`src/rtl/mem_port_arbiter_if.sv`:
```
// Bundle of the fetch, data and memory-side signals shared by the arbiter and its users.
// Handshake: a requester raises req with stable addr/we/wdata and holds it until a one-cycle gnt; completion is a one-cycle done/rvalid.
interface mem_port_arbiter_if #(
    parameter int ADDR_W = 10,
    parameter int DATA_W = 32
);
    logic              if_req;
    logic [ADDR_W-1:0] if_addr;
    logic              if_gnt;
    logic              if_rvalid;
    logic [DATA_W-1:0] if_rdata;

    logic              dm_req;
    logic              dm_we;
    logic [ADDR_W-1:0] dm_addr;
    logic [DATA_W-1:0] dm_wdata;
    logic              dm_gnt;
    logic              dm_done;
    logic [DATA_W-1:0] dm_rdata;

    logic              mem_en;
    logic              mem_we;
    logic [ADDR_W-1:0] mem_addr;
    logic [DATA_W-1:0] mem_wdata;
    logic [DATA_W-1:0] mem_rdata;

    logic              busy;

    // Arbiter side.
    modport slave (
        input  if_req, if_addr,
        output if_gnt, if_rvalid, if_rdata,
        input  dm_req, dm_we, dm_addr, dm_wdata,
        output dm_gnt, dm_done, dm_rdata,
        output mem_en, mem_we, mem_addr, mem_wdata,
        input  mem_rdata,
        output busy
    );

    // Requester / memory side.
    modport master (
        output if_req, if_addr,
        input  if_gnt, if_rvalid, if_rdata,
        output dm_req, dm_we, dm_addr, dm_wdata,
        input  dm_gnt, dm_done, dm_rdata,
        input  mem_en, mem_we, mem_addr, mem_wdata,
        output mem_rdata,
        input  busy
    );
endinterface

```
`src/rtl/mem_port_arbiter.sv`:
```
// Shares one fixed-latency single-ported memory between instruction fetch and data access.
// Data wins by default; fetch wins a contended decision after STARVE_MAX consecutive losses.
module mem_port_arbiter #(
    parameter int ADDR_W     = 10,
    parameter int DATA_W     = 32,
    parameter int MEM_LAT    = 2,
    parameter int STARVE_MAX = 4
) (
    input  logic                               clk,
    input  logic                               rst_n,
    mem_port_arbiter_if.slave                  bus,
    output logic [1:0]                         dbg_state,
    output logic [$clog2(STARVE_MAX+1)-1:0]    dbg_starve_cnt
);
    localparam int CNT_W = $clog2(MEM_LAT + 1);
    localparam int SW    = $clog2(STARVE_MAX + 1);

    typedef enum logic [1:0] {
        S_IDLE  = 2'd0,
        S_ISSUE = 2'd1,
        S_WAIT  = 2'd2
    } state_t;

    state_t              state;
    state_t              state_next;
    logic                owner_dm;
    logic                cap_we;
    logic [ADDR_W-1:0]   cap_addr;
    logic [DATA_W-1:0]   cap_wdata;
    logic [CNT_W-1:0]    wait_cnt;
    logic [SW-1:0]       starve_cnt;
    logic [DATA_W-1:0]   if_rdata_q;
    logic [DATA_W-1:0]   dm_rdata_q;
    logic                if_rvalid_q;
    logic                dm_done_q;

    logic                any_req;
    logic                fetch_wins;
    logic                decide;
    logic                wait_expire;
    logic                issue;

    assign any_req     = bus.if_req | bus.dm_req;
    assign fetch_wins  = bus.if_req & (~bus.dm_req | (starve_cnt == SW'(STARVE_MAX)));
    assign decide      = (state == S_IDLE) & any_req;
    assign wait_expire = (state == S_WAIT) & (wait_cnt == CNT_W'(1));
    assign issue       = (state == S_ISSUE);

    always_ff @(posedge clk or posedge rst_n) begin
        if (rst_n) begin
            state <= S_IDLE;
        end else begin
            state <= state_next;
        end
    end

    always_comb begin
        state_next = state;
        case (state)
            S_IDLE:  if (any_req) state_next = S_ISSUE;
            S_ISSUE: state_next = S_WAIT;
            S_WAIT:  if (wait_cnt == CNT_W'(1)) state_next = S_IDLE;
            default: state_next = S_IDLE;
        endcase
    end

    // Request capture and arbitration bookkeeping happen only at the IDLE decision edge.
    always_ff @(posedge clk or posedge rst_n) begin
        if (rst_n) begin
            owner_dm   <= 1'b0;
            cap_we     <= 1'b0;
            cap_addr   <= '0;
            cap_wdata  <= '0;
            starve_cnt <= '0;
            wait_cnt   <= '0;
        end else begin
            if (decide) begin
                owner_dm  <= ~fetch_wins;
                cap_we    <= ~fetch_wins & bus.dm_we;
                cap_addr  <= fetch_wins ? bus.if_addr : bus.dm_addr;
                cap_wdata <= fetch_wins ? '0 : bus.dm_wdata;
                if (fetch_wins) begin
                    starve_cnt <= '0;
                end else if (bus.if_req && (starve_cnt != SW'(STARVE_MAX))) begin
                    starve_cnt <= starve_cnt + SW'(1);
                end
            end
            if (issue) begin
                wait_cnt <= CNT_W'(MEM_LAT);
            end else if (state == S_WAIT) begin
                wait_cnt <= wait_cnt - CNT_W'(1);
            end
        end
    end

    // Read data is sampled on the expiry edge; the completion pulse lands in the first IDLE cycle.
    always_ff @(posedge clk or posedge rst_n) begin
        if (rst_n) begin
            if_rdata_q  <= '0;
            dm_rdata_q  <= '0;
            if_rvalid_q <= 1'b0;
            dm_done_q   <= 1'b0;
        end else begin
            if_rvalid_q <= wait_expire & ~owner_dm;
            dm_done_q   <= wait_expire & owner_dm;
            if (wait_expire && !cap_we) begin
                if (owner_dm) begin
                    dm_rdata_q <= bus.mem_rdata;
                end else begin
                    if_rdata_q <= bus.mem_rdata;
                end
            end
        end
    end

    assign bus.if_gnt    = issue & ~owner_dm;
    assign bus.dm_gnt    = issue & owner_dm;
    assign bus.mem_en    = issue;
    assign bus.mem_we    = issue & cap_we;
    assign bus.mem_addr  = issue ? cap_addr  : '0;
    assign bus.mem_wdata = issue ? cap_wdata : '0;
    assign bus.if_rvalid = if_rvalid_q;
    assign bus.if_rdata  = if_rdata_q;
    assign bus.dm_done   = dm_done_q;
    assign bus.dm_rdata  = dm_rdata_q;
    assign bus.busy      = (state != S_IDLE);

    assign dbg_state      = state;
    assign dbg_starve_cnt = starve_cnt;
endmodule

```
`src/flat_wrapper.sv`:
```
// flat-port wrapper written by rule: the top's interface ports become plain ports
module mem_port_arbiter_flat 
#(
    parameter int ADDR_W     = 10,
    parameter int DATA_W     = 32,
    parameter int MEM_LAT    = 2,
    parameter int STARVE_MAX = 4
)
  (clk, rst_n, dbg_state, dbg_starve_cnt, bus_if_req, bus_if_addr, bus_if_gnt, bus_if_rvalid, bus_if_rdata, bus_dm_req, bus_dm_we, bus_dm_addr, bus_dm_wdata, bus_dm_gnt, bus_dm_done, bus_dm_rdata, bus_mem_en, bus_mem_we, bus_mem_addr, bus_mem_wdata, bus_mem_rdata, bus_busy);
  mem_port_arbiter_if #(.ADDR_W(ADDR_W), .DATA_W(DATA_W)) bus_i ();
  input  logic clk;
  input  logic rst_n;
  output logic [1:0] dbg_state;
  output logic [$clog2(STARVE_MAX+1)-1:0] dbg_starve_cnt;
  input wire logic [$bits(bus_i.if_req)-1:0] bus_if_req;
  input wire logic [$bits(bus_i.if_addr)-1:0] bus_if_addr;
  output wire logic [$bits(bus_i.if_gnt)-1:0] bus_if_gnt;
  output wire logic [$bits(bus_i.if_rvalid)-1:0] bus_if_rvalid;
  output wire logic [$bits(bus_i.if_rdata)-1:0] bus_if_rdata;
  input wire logic [$bits(bus_i.dm_req)-1:0] bus_dm_req;
  input wire logic [$bits(bus_i.dm_we)-1:0] bus_dm_we;
  input wire logic [$bits(bus_i.dm_addr)-1:0] bus_dm_addr;
  input wire logic [$bits(bus_i.dm_wdata)-1:0] bus_dm_wdata;
  output wire logic [$bits(bus_i.dm_gnt)-1:0] bus_dm_gnt;
  output wire logic [$bits(bus_i.dm_done)-1:0] bus_dm_done;
  output wire logic [$bits(bus_i.dm_rdata)-1:0] bus_dm_rdata;
  output wire logic [$bits(bus_i.mem_en)-1:0] bus_mem_en;
  output wire logic [$bits(bus_i.mem_we)-1:0] bus_mem_we;
  output wire logic [$bits(bus_i.mem_addr)-1:0] bus_mem_addr;
  output wire logic [$bits(bus_i.mem_wdata)-1:0] bus_mem_wdata;
  input wire logic [$bits(bus_i.mem_rdata)-1:0] bus_mem_rdata;
  output wire logic [$bits(bus_i.busy)-1:0] bus_busy;
  assign bus_i.if_req = bus_if_req;
  assign bus_i.if_addr = bus_if_addr;
  assign bus_if_gnt = bus_i.if_gnt;
  assign bus_if_rvalid = bus_i.if_rvalid;
  assign bus_if_rdata = bus_i.if_rdata;
  assign bus_i.dm_req = bus_dm_req;
  assign bus_i.dm_we = bus_dm_we;
  assign bus_i.dm_addr = bus_dm_addr;
  assign bus_i.dm_wdata = bus_dm_wdata;
  assign bus_dm_gnt = bus_i.dm_gnt;
  assign bus_dm_done = bus_i.dm_done;
  assign bus_dm_rdata = bus_i.dm_rdata;
  assign bus_mem_en = bus_i.mem_en;
  assign bus_mem_we = bus_i.mem_we;
  assign bus_mem_addr = bus_i.mem_addr;
  assign bus_mem_wdata = bus_i.mem_wdata;
  assign bus_i.mem_rdata = bus_mem_rdata;
  assign bus_busy = bus_i.busy;
  mem_port_arbiter #(.ADDR_W(ADDR_W), .DATA_W(DATA_W), .MEM_LAT(MEM_LAT), .STARVE_MAX(STARVE_MAX)) u_core (.clk(clk), .rst_n(rst_n), .bus(bus_i), .dbg_state(dbg_state), .dbg_starve_cnt(dbg_starve_cnt));
endmodule
```
`config.mk`:
```
export PLATFORM = sky130hd
export DESIGN_NAME = mem_port_arbiter_flat
export DESIGN_NICKNAME = d
export VERILOG_FILES = /design/src/rtl/mem_port_arbiter_if.sv /design/src/rtl/mem_port_arbiter.sv /design/src/flat_wrapper.sv
export SDC_FILE = /design/constraint.sdc
export NUM_CORES = 1
export LEC_CHECK = 0
export ABC_AREA = 1
export CORE_MARGIN = 1
export CORE_UTILIZATION = 40
export CTS_CLUSTER_DIAMETER = 120
export DETAILED_ROUTE_END_ITERATION = 10
export HOLD_SLACK_MARGIN = 0.02
export PLACE_DENSITY = 0.75
export SYNTH_ARGS = -nofsm -noshare
export SYNTH_HDL_FRONTEND = slang
export SYNTH_SLANG_ARGS = --single-unit
```
`constraint.sdc`:
```
create_clock -name clk -period 5.35 [get_ports clk]
set_input_delay 1.605 -clock clk [delete_from_list [all_inputs] [get_ports clk]]
set_output_delay 1.605 -clock clk [all_outputs]
set_load 0.03 [all_outputs]
```
==> results.txt, run 1 <==
status: finished, final reports clean
P per Cell Area: 667 mW/mm^2
Synth Instances: 590
Post-Syn Nets: 685
initial antenna violation count: 0
fmax: 234 MHz
Final Setup Violations: 0
global-route congestion overflow total: 0
Non-Filler Instances: 967
Max IR drop VDD: 0.356 mV
via count: 4557
top area cells in the synthesized netlist: dfrtp_1 58%, nand2_1 15%, inv_1 6.6%
cts hold-fix bufs: 0
vias in the first global route: 4414
clk_skew: 8.24 ps
post-layout min period: 4270 ps
sequential area share after synthesis: 58.2%
commonest non-fill, non-tap cell in the layout: clkdlybuf4s50_1
critical-path cell with the highest stage delay: ha_2
fin nets: 881
Clock Tree Buf Depth: 2
Worst-Skew Late Latency: 410 ps
setup TNS: 0 ps
Crit Path Class: flop to output pin
Placer Congestion: 0.845
CTS buffer count: 17
antenna diode count: 0
CP max stage delay: 790 ps
Synth Area in XOR/XNOR: 0.174%
complex-gate fraction of the synthesized area: 7.36%
Synth Area in Simple Gates: 22.7%
worst r2r src: u_core.dbg_state[0]$_DFFE_PP0P_
area grow syn2layout: 53.9%
Worst setup SP type: flop
row count: 40
pin count of the biggest net entering global routing: 76
Leakage: 4.01 nW
Avg Inst Size Synth: 8.53 um^2
most frequent CP cell: inv_1
final hold violations: 0
CP Capture Type: output pin
Clock Pin Slew Worst Setup and Hold Paths: 60 ps
RSZ-0062 raised after global routing: no
drt drc: 0
cell family with most CP delay: buffers and inverters
main combinational cell family by area after synthesis: simple AND/OR/NAND/NOR gates
FF+latch count, synth: 117
Setup Buffers After CTS: 0
Boundary Pins: 207
Mapped Area: 0.00503 mm^2
Crit path depth: 5
DRT Wirelength: 13400 um
post-route ant nets: 0
type of the worst min-delay path: flop to flop
DP Cell Count: 935
CP startpoint: u_core.dbg_state[1]$_DFFE_PP0P_
Tightest Pin Transition: 912 ps
GRT Total Usage: 21.3%
initial DRC count: 396
max-cap viol count: 0
H-Tree Depth: 4
TritonCTS Sinks: 117
Slew Limit Fails: 0
Worst Path Arrival: 2660 ps
CP bufs+invs: 3
CTS tree: yes
post-synthesis mux area share: 0%
first-pass GRT wire length: 21600 um
Via density: 4.71
r2r endpoint: u_core.cap_addr[2]$_DFFE_PP0P_
final period utilization: 79.7%
largest area contributor in the netlist: dfrtp_1
area share of fa/ha/maj cells after synthesis: 1.49%
commonest cells after routing, fill and taps aside: 206 x clkdlybuf4s50_1, 196 x nand2_1, 117 x dfrtp_1, 87 x inv_1, 65 x nand3_1
crit path max fanout: 48
reg2reg path depth: 7
Synth top area share: 58.2%
wire length per cell: 13.9 um
die width: 114 um
CP endpoint: bus_if_gnt
die footprint: 0.0130 mm^2
Max-slew headroom: 39.2%
HPWL after DPL: 9250 um
count of cell types in the netlist: 19
CTS root buf: clkbuf_16
initial core utilization: 41.5%
die height: 114 um
Fin Hold WS: 479 ps
Ys Warns: 0
Hold Crit Start: u_core.cap_wdata[20]$_DFFE_PP0P_
CP required: 3740 ps
FF-to-FF setup slack: 3050 ps
worst path cell trace: inv_1 -> ha_2 -> inv_1 -> nor2_1 -> clkdlybuf4s50_1
share of cells above drive strength 1: 5.38%
post-cts gate resize count: 0
PortBufs: 206
Core ar.: 0.0121 mm^2
fin util: 63.9%
First-pass DRT Iterations: 6
-- flip-flops by register name, indices dropped and copies added, names as in the netlist --
signal                 count
u_core.cap_wdata          32
u_core.bus.if_rvalid       1
u_core.bus.if_rdata       32
u_core.bus.dm_rdata       32
u_core.dbg_state           2
u_core.cap_we              1
u_core.owner_dm            1
u_core.dbg_starve_cnt      3
u_core.bus.dm_done         1
u_core.cap_addr           10
u_core.wait_cnt            2
-- Yosys cell counts --
| cell type | count |
|---|---|
| nand2_1 | 196 |
| dfrtp_1 | 117 |
| inv_1 | 88 |
| nand3_1 | 65 |
| o21ai_1 | 51 |
| buf_2 | 22 |
| o21ai_0 | 20 |
| ha_1 | 6 |
| buf_4 | 4 |
| nor2_1 | 4 |
| a21oi_1 | 3 |
| buf_1 | 3 |
| clkbuf_1 | 2 |
| inv_2 | 2 |
| nand2_4 | 2 |
| nor2_4 | 2 |
| buf_6 | 1 |
| nor2_8 | 1 |
| xor2_1 | 1 |
-- logic make-up (layout without fill, tap and decap cells) --
| family | after synthesis | in the layout |
|---|---|---|
| fa+ha+maj | 6 | 6 |
| compound gates | 74 | 74 |
| buf+inv | 122 | 331 |
| flops | 117 | 117 |
| xor+xnor | 1 | 1 |
| simple gates | 270 | 270 |
-- power breakdown --
group	switching [mW]	internal, mW	leakage, nW
Clock	0.412	0.689	0.269
Sequential	0.259	1.31	1.39
Combinational	1.52	0.973	2.35
Total	2.20	2.97	4.01
-- area by class of cell --
class	count	area, um^2
clock buffers	18	429
fillers	978	4370
clock inverters	14	155
multi-input cells	351	1600
inverters	90	340
flip-flops and latches	117	2930
well taps	168	210
repair buffers	209	2080
-- metrics by stage --
| step | total power [mW] | instance area, um^2 | worst slack, ps |
|---|---|---|---|
| 3_5_place_dp | 4.07 | 7160 | 1490 |
| 4_1_cts | 5.21 | 7740 | 1050 |
| 2_1_floorplan | 3.03 | 5030 | 644 |
| 5_1_grt | 5.48 | 7740 | 915 |
| 6_report | 5.17 | 7740 | 1080 |
| 3_3_place_gp | 4.02 | 7160 | 1570 |
-- tightest hold or removal path: stages, from the launching register on --
cell and delay [ps]:
dfrtp_1 340, nand2_1 50, nand2_1 60
-- per-layer routing --
layer,global-route usage [%],wire length [um],up-vias
li1,-,-,2222
met1,26.8,5790,2091
met2,32.6,5960,227
met3,9.42,1500,17
met4,7.79,174,0
met5,0,0,-
-- worst min path at each step --
stage                                             to  depth (start not counted)
detailed placement  u_core.cap_wdata[13]$_DFFE_PP0P_                          2
CTS                 u_core.cap_wdata[13]$_DFFE_PP0P_                          2
global placement     u_core.cap_wdata[6]$_DFFE_PP0P_                          2
global route        u_core.cap_wdata[18]$_DFFE_PP0P_                          2
floorplan             u_core.wait_cnt[0]$_DFFE_PP0P_                          1
finish              u_core.cap_wdata[20]$_DFFE_PP0P_                          2
(Power assumes the default switching activity.)
==> inputs of run 2 (changes only) <==
--- a/config.mk
+++ b/config.mk
@@ -7,11 +7,11 @@
 export LEC_CHECK = 0
 export ABC_AREA = 1
 export CORE_MARGIN = 1
-export CORE_UTILIZATION = 40
+export CORE_UTILIZATION = 39
 export CTS_CLUSTER_DIAMETER = 120
 export DETAILED_ROUTE_END_ITERATION = 10
 export HOLD_SLACK_MARGIN = 0.02
-export PLACE_DENSITY = 0.75
+export PLACE_DENSITY = 0.77
 export SYNTH_ARGS = -nofsm -noshare
 export SYNTH_HDL_FRONTEND = slang
 export SYNTH_SLANG_ARGS = --single-unit
==> constraint.sdc (replaced) <==
create_clock -name clk -period 3.7 [get_ports clk]
set_input_delay 1.11 -clock clk [delete_from_list [all_inputs] [get_ports clk]]
set_output_delay 1.11 -clock clk [all_outputs]
set_load 0.03 [all_outputs]
==> results.txt, run 2 (same netlist as run 1, synthesis figures left out) <==
cell family with most CP delay: buffers and inverters
type of the worst min-delay path: flop to flop
Power Internal: 4.48 mW
fin nets: 883
Placer Congestion: 0.810
critical-path cell with the highest stage delay: clkdlybuf4s50_1
Final Setup Violations: 0
initial DRC count: 289
Slew Limit Fails: 0
area grow syn2layout: 55.8%
worst path cell trace: inv_1 -> ha_2 -> buf_6 -> nand2_1 -> inv_1 -> clkdlybuf4s50_1
HPWL after DPL: 9710 um
multi-input logic area: 0.00160 mm^2
Clock Tree Buf Depth: 2
CP bufs+invs: 4
antenna diode count: 0
Hold Crit Depth: 2
pin count of the biggest net entering global routing: 65
CTS root buf: clkbuf_16
H-Tree Depth: 4
Tightest Pin Transition: 727 ps
final period utilization: 94.6%
first-pass GRT wire length: 21700 um
Leakage: 4.06 nW
die width: 116 um
Worst-Skew Late Latency: 400 ps
status: finished, final reports clean
First-pass DRT Iterations: 4
Worst setup SP type: flop
die height: 116 um
Clock Pin Slew Worst Setup and Hold Paths: 50 ps
Combinational Power Share: 47.8%
drt drc: 0
max-cap viol count: 0
hold path endpoint: u_core.cap_wdata[23]$_DFFE_PP0P_
initial antenna violation count: 0
final hold violations: 0
initial core utilization: 39.9%
Worst Path Arrival: 2390 ps
clk_skew: 4.78 ps
fmax: 286 MHz
global-route congestion overflow total: 0
CP Capture Type: output pin
setup TNS: 0 ps
Core ar.: 0.0126 mm^2
worst r2r src: u_core.dbg_starve_cnt[0]$_DFFE_PP0P_
GRT Total Usage: 21.2%
Boundary Pins: 207
commonest non-fill, non-tap cell in the layout: clkdlybuf4s50_1
crit path max fanout: 36
power share of the clock group: 22.3%
Fillers: 1090
Sequential Area: 0.00293 mm^2
vias in the first global route: 4531
sw frac: 41.1%
CP required: 2590 ps
TritonCTS Sinks: 117
PortBufs: 206
FF-to-FF setup slack: 1710 ps
post-layout min period: 3500 ps
most frequent CP cell: inv_1
CTS tree: yes
die footprint: 0.0134 mm^2
Setup Buffers After CTS: 0
commonest cells after routing, fill and taps aside: 206 x clkdlybuf4s50_1, 196 x nand2_1, 117 x dfrtp_1, 87 x inv_1, 65 x nand3_1
Crit Path Class: flop to output pin
row count: 41
Max-slew headroom: 51.4%
post-route ant nets: 0
sequential share of power: 29.9%
share of cells above drive strength 1: 5.38%
CTS buffer count: 17
Hold Crit Start: u_core.cap_wdata[23]$_DFFE_PP0P_
final total power: 7.60 mW
via count: 4522
Max IR drop VDD: 0.575 mV
reg2reg path depth: 8
r2r endpoint: u_core.cap_wdata[0]$_DFFE_PP0P_
wire length per cell: 14.0 um
P per Cell Area: 970 mW/mm^2
Via density: 4.65
CP max stage delay: 660 ps
Psw: 3.13 mW
RSZ-0062 raised after global routing: no
DRT Wirelength: 13600 um
-- run 2: worst max-delay path by stage --
stage,cells after the start,slack [ps],startpoint,endpoint
after floorplan,6,820,u_core.dbg_state[1]$_DFFE_PP0P_,bus_mem_addr[0]
after global routing,6,20,u_core.dbg_state[1]$_DFFE_PP0P_,bus_mem_wdata[24]
after global placement,6,610,u_core.dbg_state[1]$_DFFE_PP0P_,bus_mem_wdata[24]
after detailed placement,6,530,u_core.dbg_state[1]$_DFFE_PP0P_,bus_mem_wdata[23]
final,6,200,u_core.dbg_state[1]$_DFFE_PP0P_,bus_mem_wdata[23]
after CTS,6,90,u_core.dbg_state[1]$_DFFE_PP0P_,bus_mem_wdata[23]
-- run 2: power by group through the flow --
stage / Combinational (mW) / Clock (mW) / Sequential (mW)
after floorplan: 1.43 / 0 / 2.96
after global placement: 3.58 / 0 / 2.24
after detailed placement: 3.65 / 0 / 2.27
after CTS: 3.67 / 1.73 / 2.27
after global routing: 3.93 / 1.79 / 2.35
final: 3.63 / 1.69 / 2.27
-- run 2: per-layer routing --
metal / GRT usage (%) / part of all wire, %
met2: 34.9 / 47
met3: 8.79 / 10
met1: 24.6 / 42
met4: 8.40 / 1.2
met5: 0 / 0
-- run 2: area by class of cell --
type                       instances  area share (%)
clock inverter                    10            1.96
clock buffer                      21            5.87
inverter                          90            4.36
sequential                       117            37.4
tap                              172            2.75
multi-input combinational        351            20.4
timing repair buffer             211            27.3
-- run 2: through the flow --
step           setup slack (ps)  hold slack (ps)  util [%]  cells  area [um^2]
6_report                    200              479      62.1    972         7840
5_1_grt                    17.6              498      62.1    972         7840
4_1_cts                    88.7              480      62.1    972         7830
3_5_place_dp                529              465      57.2    941         7220
3_3_place_gp                611              464      57.2    941         7220
2_1_floorplan               823              447         -    590         5030
-- run 2: repair_timing --
| action | CTS | global route |
|---|---|---|
| resized for setup | 0 | 1 |
| hold buffers | 0 | 0 |
| setup endpoints to repair | 0 | 35 |
-- run 2: worst reg2reg max path, delay by kind of cell, from the launching register on --
kind	cells	cell delay, ps
flip-flops	1	400
buffers and inverters	2	420
AND/OR/NAND/NOR	5	910
adder cells (fa/ha/maj)	1	150
==> inputs of run 3 (changes only) <==
--- a/config.mk
+++ b/config.mk
@@ -5,7 +5,6 @@
 export SDC_FILE = /design/constraint.sdc
 export NUM_CORES = 1
 export LEC_CHECK = 0
-export ABC_AREA = 1
 export CORE_MARGIN = 1
 export CORE_UTILIZATION = 39
 export CTS_CLUSTER_DIAMETER = 120
==> results.txt, run 3 <==
main combinational cell family by area after synthesis: multiplexers
area grow syn2layout: 57.7%
M1 GR Usage: 23.5%
global-route congestion overflow total: 0
Boundary Pins: 207
via count: 3558
H-Tree Depth: 4
post-synthesis mux area share: 17.2%
count leader, synth: dfrtp_1
post-layout min period: 3360 ps
first-pass GRT wire length: 20000 um
post-route ant nets: 0
Placer Congestion: 0.755
initial antenna violation count: 0
HPWL after DPL: 8850 um
M2 GR Usage: 34.1%
worst path cell trace: inv_1 -> ha_1 -> buf_12 -> and2_1 -> clkdlybuf4s50_1
final total power: 7.40 mW
CP Capture Type: output pin
commonest cells after routing, fill and taps aside: 206 x clkdlybuf4s50_1, 117 x dfrtp_1, 53 x and2_1, 33 x a22o_1, 33 x mux2_2
sequential area share after synthesis: 59.1%
count of cell types in the netlist: 33
cts hold-fix bufs: 0
post-cts gate resize count: 0
Via density: 4.82
PortBufs: 206
DP Area: 0.00720 mm^2
fin nets: 653
GRT Total Usage: 20.0%
die footprint: 0.0132 mm^2
Avg Inst Size Synth: 14.3 um^2
commonest non-fill, non-tap cell in the layout: clkdlybuf4s50_1
GRT Max-Usage Layer: met2
Worst setup SP type: flop
Post-synth ARST share: 100%
antenna diode count: 0
Tightest Pin Transition: 887 ps
Synth Area in XOR/XNOR: 0%
final period utilization: 90.7%
First-pass DRT Iterations: 4
met3 global-route usage: 6.85%
CTS root buf: clkbuf_16
Mapped Area: 0.00496 mm^2
Leakage: 3.53 nW
Synth Area in Simple Gates: 9.19%
Setup Buffers After CTS: 0
Synth top area share: 59.1%
final hold violations: 0
pin count of the biggest net entering global routing: 52
clk_skew: 7.49 ps
Worst Path Arrival: 2250 ps
CP required: 2590 ps
Final Setup Violations: 0
P per Cell Area: 946 mW/mm^2
CTS buffer count: 17
FF+latch count, synth: 117
type of the worst min-delay path: flop to flop
status: finished, final reports clean
wire length per cell: 16.8 um
top area cells in the synthesized netlist: dfrtp_1 59%, mux2_4 9.1%, mux2_2 7.5%
area share of fa/ha/maj cells after synthesis: 1.51%
fin util: 64.0%
die height: 115 um
Synth Instances: 347
drt drc: 0
complex-gate fraction of the synthesized area: 9.62%
Crit Path Class: flop to output pin
share of cells above drive strength 1: 18.2%
Post-synth top flop: dfrtp_1
Slew Limit Fails: 0
crit path max fanout: 45
setup TNS: 0 ps
Post-synth EDFFs: 0
Clock Pin Slew Worst Setup and Hold Paths: 50 ps
Worst-Skew Late Latency: 400 ps
DRT Wirelength: 12400 um
CP max stage delay: 680 ps
Max IR drop VDD: 0.377 mV
Fillers: 959
initial DRC count: 166
fmax: 298 MHz
CTS tree: yes
die width: 115 um
critical-path cell with the highest stage delay: clkdlybuf4s50_1
Fin Hold WS: 483 ps
initial core utilization: 40.6%
design area: 0.00782 mm^2
Max-slew headroom: 40.8%
Synth top cells by count: 117 x dfrtp_1, 53 x and2_1, 33 x a22o_1, 33 x mux2_2, 30 x mux2_4
Clock Tree Buf Depth: 2
Core ar.: 0.0122 mm^2
largest area contributor in the netlist: dfrtp_1
Post-Syn Nets: 442
TritonCTS Sinks: 117
row count: 40
max-cap viol count: 0
Ys Warns: 0
RSZ-0062 raised after global routing: no
vias in the first global route: 3783
run 3: cell types whose count changed after synthesis, moves of 17 or more:
cell     previous run  this run
a22o_1              0        33
and2_1              0        53
buf_2              22         5
inv_1              88        10
mux2_2              0        33
mux2_4              0        30
nand2_1           196         8
nand3_1            65         1
o21ai_0            20         2
o21ai_1            51         0
run 3: critical path: cells and delay by family, from the launching register on:
family / cells / cell delay (ps)
AND/OR/NAND/NOR: 1 / 200
adder cells (fa/ha/maj): 1 / 250
flip-flops: 1 / 400
buffers and inverters: 3 / 990
run 3: metal layers:
layer | part of all wire [%] | up-vias
met5 | 0 | -
met4 | 1.6 | 0
met3 | 8.6 | 15
met2 | 49 | 161
met1 | 41 | 1729
li1 | - | 1653
run 3: kinds of logic after synthesis:
kind of cell | Yosys count
muxes | 66
buffers and inverters | 30
adders and majority gates | 6
AOI/OAI and AO/OA | 55
and+or+nand+nor | 73
DFF | 117
run 3: area by class of cell:
cell class / instances / area [um^2] / area share (%)
Sequential cell: 117 / 2930 / 37.5
Timing Repair Buffer: 212 / 2140 / 27.4
Multi-Input combinational cell: 200 / 1880 / 24.0
Clock buffer: 22 / 464 / 5.94
Tap cell: 168 / 210 / 2.69
Clock inverter: 9 / 151 / 1.94
Inverter: 10 / 41.3 / 0.528
run 3: path summary, 6_finish.rpt:
check,from,end,slack (ps),cells past startpoint
min reg2reg,u_core.wait_cnt[0]$_DFFE_PP0P_,u_core.wait_cnt[0]$_DFFE_PP0P_,480,1
min in group asynchronous,rst_n,u_core.cap_wdata[6]$_DFFE_PP0P_,1170,2
max,u_core.dbg_state[1]$_DFFE_PP0P_,bus_mem_wdata[3],340,5
max reg2reg,u_core.dbg_state[0]$_DFFE_PP0P_,u_core.bus.dm_rdata[3]$_DFFE_PP0P_,1500,4
min,u_core.wait_cnt[0]$_DFFE_PP0P_,u_core.wait_cnt[0]$_DFFE_PP0P_,480,1
max in group asynchronous,rst_n,u_core.bus.dm_rdata[28]$_DFFE_PP0P_,1870,3
run 3: through the flow:
stage / setup WS, ps / cells
2_1_floorplan: 838 / 347
6_report: 344 / 738
3_3_place_gp: 781 / 707
3_5_place_dp: 739 / 707
5_1_grt: 228 / 738
4_1_cts: 310 / 738
run 3: report_power, final:
| part | total, mW | switching [mW] | internal [mW] |
|---|---|---|---|
| Sequential | 2.21 | 0.341 | 1.87 |
| Clock | 1.69 | 0.537 | 1.16 |
| Combinational | 3.50 | 1.83 | 1.66 |
